<file path="src/rtl/bin2bcd_seq.sv">
// Sequential binary-to-BCD converter (double dabble, one bit per clock) feeding a 4-digit display.
// Digits, overflow flag and optional leading-zero blanking are registered on the final iteration.
module bin2bcd_seq #(
   parameter int NBITS  = 14,
   parameter int MAXVAL = 9999
) (
   input  logic             clk,
   input  logic             rst,
   input  logic             start,
   input  logic [NBITS-1:0] bin,
   input  logic             blankLZ,
   output logic             busy,
   output logic             done,
   output logic             overflow,
   output logic [3:0]       disp0,
   output logic [3:0]       disp1,
   output logic [3:0]       disp2,
   output logic [3:0]       disp3
);

   localparam int ND   = (NBITS <= 14) ? 4 : (NBITS + 2) / 3;
   localparam int BCDW = 4 * ND;
   localparam int CW   = $clog2(NBITS + 1);
   localparam logic [31:0] MAXV = 32'(MAXVAL);

   typedef enum logic {IDLE, CONV} state_t;

   state_t            state_q, state_d;
   logic [NBITS-1:0]  bin_sh_q, bin_sh_d;
   logic [BCDW-1:0]   bcd_q, bcd_d;
   logic [CW-1:0]     cnt_q, cnt_d;
   logic              blank_q, blank_d;
   logic              ovf_pend_q, ovf_pend_d;
   logic              ovf_q, ovf_d;
   logic              done_q, done_d;
   logic [15:0]       disp_q, disp_d;

   logic [BCDW-1:0]   bcd_nxt;
   logic [NBITS-1:0]  bin_nxt;
   logic [15:0]       fin;
   logic [3:0]        nib, adj;
   logic              carry;
   logic              gt;

   assign gt      = 32'(bin) > MAXV;
   assign bin_nxt = {bin_sh_q[NBITS-2:0], 1'b0};

   // Add-3 per nibble, then shift; each adjusted nibble's MSB carries into the next one up.
   always_comb begin
      bcd_nxt = '0;
      nib     = '0;
      adj     = '0;
      carry   = bin_sh_q[NBITS-1];
      for (int i = 0; i < ND; i++) begin
         nib = bcd_q[4*i +: 4];
         adj = (nib >= 4'd5) ? nib + 4'd3 : nib;
         bcd_nxt[4*i +: 4] = {adj[2:0], carry};
         carry = adj[3];
      end
   end

   always_comb begin
      fin = bcd_nxt[15:0];
      if (ovf_pend_q) begin
         fin = 16'hFFFF;
      end else if (blank_q && fin[15:12] == 4'h0) begin
         fin[15:12] = 4'hF;
         if (fin[11:8] == 4'h0) begin
            fin[11:8] = 4'hF;
            if (fin[7:4] == 4'h0) fin[7:4] = 4'hF;
         end
      end
   end

   always_comb begin
      state_d    = state_q;
      bin_sh_d   = bin_sh_q;
      bcd_d      = bcd_q;
      cnt_d      = cnt_q;
      blank_d    = blank_q;
      ovf_pend_d = ovf_pend_q;
      ovf_d      = ovf_q;
      done_d     = 1'b0;
      disp_d     = disp_q;
      case (state_q)
         IDLE: begin
            if (start) begin
               bin_sh_d   = bin;
               blank_d    = blankLZ;
               ovf_pend_d = gt;
               bcd_d      = '0;
               cnt_d      = '0;
               state_d    = CONV;
            end
         end
         CONV: begin
            bin_sh_d = bin_nxt;
            bcd_d    = bcd_nxt;
            cnt_d    = cnt_q + CW'(1);
            if (cnt_q == CW'(NBITS - 1)) begin
               state_d = IDLE;
               done_d  = 1'b1;
               ovf_d   = ovf_pend_q;
               disp_d  = fin;
            end
         end
         default: state_d = IDLE;
      endcase
   end

   always_ff @(posedge clk or negedge rst) begin
      if (!rst) begin
         state_q    <= IDLE;
         bin_sh_q   <= '0;
         bcd_q      <= '0;
         cnt_q      <= '0;
         blank_q    <= 1'b0;
         ovf_pend_q <= 1'b0;
         ovf_q      <= 1'b0;
         done_q     <= 1'b0;
         disp_q     <= '0;
      end else begin
         state_q    <= state_d;
         bin_sh_q   <= bin_sh_d;
         bcd_q      <= bcd_d;
         cnt_q      <= cnt_d;
         blank_q    <= blank_d;
         ovf_pend_q <= ovf_pend_d;
         ovf_q      <= ovf_d;
         done_q     <= done_d;
         disp_q     <= disp_d;
      end
   end

   assign busy     = (state_q == CONV);
   assign done     = done_q;
   assign overflow = ovf_q;
   assign disp0    = disp_q[3:0];
   assign disp1    = disp_q[7:4];
   assign disp2    = disp_q[11:8];
   assign disp3    = disp_q[15:12];

endmodule

</file>
<file path="config.mk">
export PLATFORM = sky130hd
export DESIGN_NAME = bin2bcd_seq
export DESIGN_NICKNAME = d
export VERILOG_FILES = /design/src/rtl/bin2bcd_seq.sv
export SDC_FILE = /design/constraint.sdc
export NUM_CORES = 1
export LEC_CHECK = 0
export CORE_MARGIN = 3
export CORE_UTILIZATION = 47
export CTS_CLUSTER_SIZE = 8
export DETAILED_ROUTE_END_ITERATION = 8
export GPL_TIMING_DRIVEN = 0
export PLACE_DENSITY = 0.72
export SKIP_LAST_GASP = 1
export SYNTH_ARGS = -nofsm -noshare
export SYNTH_HDL_FRONTEND = slang
export SYNTH_SLANG_ARGS = --single-unit
</file>
<file path="constraint.sdc">
create_clock -name clk -period 1.9 [get_ports clk]
set_clock_uncertainty 0.2 [all_clocks]
set_input_delay 0.38 -clock clk [delete_from_list [all_inputs] [get_ports clk]]
set_output_delay 0.38 -clock clk [all_outputs]
set_load 0.005 [all_outputs]
</file>
==> reports/qor.yml <==
ys_types: 42
end_kind: "register"
final_area_um2: 3696
cts.sinks: 55
clk_pin_slew_worst_paths_ns: 0.10
antenna_left: 0
cts_buffer_depth: 2
drtPass1Iterations: 4
core_area_um2: 5709
hold_violations: 0
numCtsBuffers: 5
violations: "setup timing"
path_delay_family: "simple AND/OR/NAND/NOR gates"
ys_seq_area_share_pct: 47.93
power_frac_comb_pct: 56.2
vias_per_cell: 5.531
p_per_area_nw_per_um2: 1730
hold_depth: 2
die_area_um2: 7084
hpwl_um: 4605
cp_cell_sequence: "inv_2 -> ha_1 -> nand2b_4 -> nor3b_1 -> a211oi_2 -> nand4b_4 -> a211oi_2"
rows: 27
h-tree-depth: 2
layout-drive-gt1-share_pct: 22.25
fp.dieW_um: 84.17
crit_path_frequent_cell: "a211oi_2"
synth_area_um2: 2872
overflow: 0
rsz0062_at_grt: "yes"
ir_worst_vdd_mv: 0.9846
setup_viol: 10
critPathMaxStageDelay_ns: 0.38
diodes: 0
fmax_mhz: 508.4
m1WireLength_um: 2961
synth_nets: 319
synth_ff_type: "dfrtp_1"
wl_met2_um: 3320
leakage_uw: 0.001647
remaining_drc_errors: 0
p_seq_share_pct: 33.6
synth_top_area_share_pct: 47.93
power.switching_uw: 2607
avgSynthCellArea_um2: 9.868
wire_per_inst_um: 15.87
critPathLaunchType: "register"
drt_iter0_markers: 81
syn_to_final_growth_pct: 28.71
crit_slowest_cell: "dfrtp_1"
status: "finished, violations left"
route.met3.wl_um: 280
die_h_um: 84.17
yosysWarnings: 0
top_layer: "met4"
tritoncts: "yes"
critPathBufInv: 1
min_path_type: "reg -> reg"
insertion_delay_ns: 0.31
routabilityCongestion: 0.7745
setup_tns_ns: -0.4532
max_cap_violations: 0
r2r_start: "bcd_q[5]"
drv_slew: 0
synthTopCellsByCount: "dfrtp_1, nand2_1, mux2i_1, o21ai_0, nor2_1"
crit_type: "reg -> reg"
reg2reg_setup_slack_ns: -0.07
grt_pass1_vias: 2347
path_depth: 7
tightestPinTransition_ns: 0.6333
yosysMostFrequentCell: "dfrtp_1"
ys_ff_latch: 55
hold_end: "bin_sh_q[10]"
synth-edff-count: 0
io_pins: 37
finalCritPeriodShare_pct: 103.5
nNetsFinal: 373
synthArstFlopShare_pct: 100.0
arrival_ns: 2.01
hp-start: "bin_sh_q[9]"
synthTopCellsByArea: "dfrtp_1, mux2i_1, nand2_1, ha_1, o21ai_0"
r2r-end: "disp_q[7]"
p_int_uw: 3786
grt_pass1_wl_um: 11400
start_util_pct: 50.30
num_vias: 2312
root_buffer: "clkbuf_8"
synth_top_area_cell: "dfrtp_1"
netlist_instances: 291
crit_fanout: 8
grt_use_total_pct: 19.96
crit_required_ns: 1.94
fin_ws_ns: -0.06688
finalCriticalPeriod_ns: 1.967
antenna_found_initial: 0
worstRegToRegCells: 7
wl_um: 6634
p_sw_share_pct: 40.77
power.share.clock_pct: 10.3
slew_headroom_pct: 57.78
dpl-instance-area_um2: 3416
portBuffers: 35
grt_start_max_net_pins: 31
-- kinds of logic (layout without fill, tap and decap cells) --
group | after synthesis | after routing | share of synthesized area, %
AOI/OAI and AO/OA | 71 | 71 | 16.78
buffers and inverters | 26 | 81 | 3.748
xor gates and xnor gates | 5 | 5 | 1.525
adders and majority gates | 10 | 10 | 4.357
muxes | 25 | 25 | 8.758
DFF | 55 | 55 | 47.93
and+or+nand+nor | 99 | 99 | 16.91
-- metrics by stage --
step,utilization [%],power (uW),setup slack [ns],std cells,hold WS [ns]
after detailed placement,59.83,5265,-0.1789,399,0.2367
final,64.74,6393,-0.06688,418,0.2948
after CTS,63.38,6192,-0.09748,415,0.2881
after global routing,64.74,6930,-0.1811,418,0.3326
after floorplan,-,4268,0.001696,291,-0.1156
after global placement,59.57,5151,-1.504,398,0.2695
-- worst max-delay path by stage --
stage	to	start
final	disp_q[7]	bcd_q[5]
after global routing	disp_q[4]	bcd_q[0]
after CTS	disp_q[6]	bcd_q[12]
after detailed placement	disp_q[14]	bcd_q[8]
after global placement	bin_sh_q[9]	rst
after floorplan	disp_q[6]	bcd_q[12]
-- area by class of cell --
class | instances | area [um^2]
plain buffers | 15 | 72.57
clock inverters | 2 | 12.51
inverters | 11 | 41.29
well taps | 72 | 90.09
multi-input cells | 210 | 1579
flip-flops and latches | 55 | 1378
repair buffers | 47 | 450.4
fillers | 478 | 2013
clock buffers | 6 | 72.57
-- power by group through the flow --
stage	Combinational, uW	Clock [uW]	Sequential, uW
after global placement	3000	0	2150
after CTS	3400	662	2130
after floorplan	2180	0	2090
after global routing	3980	712	2240
after detailed placement	3100	0	2170
final	3590	656	2150
-- cell usage in the layout (no fill, tap or decap), types with 4 or more instances in the layout --
cell	count
dfrtp_1	54
nand2b_1	16
mux2i_1	22
ha_1	5
o21ai_0	20
a211oi_2	6
ha_4	4
clkdlybuf4s50_1	34
inv_1	4
o21ai_2	6
clkbuf_1	4
nor2_1	22
clkbuf_8	5
inv_2	7
nand2_1	41
o31ai_1	8
buf_4	11
a21oi_1	5
buf_2	6
xnor2_1	4
clkbuf_2	5
-- layer usage --
metal,vias up,global-route usage [%]
li1,1121,-
met1,1135,25.93
met2,49,34.51
met3,7,3.337
met4,0,5.409
met5,-,0
-- worst min-delay path: cells and delay by family, from the launching register on --
kind            cells  cell delay [ns]
flops               1             0.35
compound gates      1             0.07
simple gates        1             0.05
-- flip-flops by register name (all words and copies together) (netlist names) --
register / count
busy: 1
blank_q: 1
ovf_pend_q: 1
done: 1
bcd_q: 16
bin_sh_q: 14
disp_q: 16
cnt_q: 4
overflow: 1
-- timing repair --
item / CTS / global route
endpoints found under the hold margin: 25 / 0
gates resized for setup: 18 / 12
hold buffers: 1 / 0
setup buffers: 7 / 3
pin swaps: 13 / 9
setup endpoints to repair: 34 / 18
No activity file was read; power rests on OpenSTA's default activity.
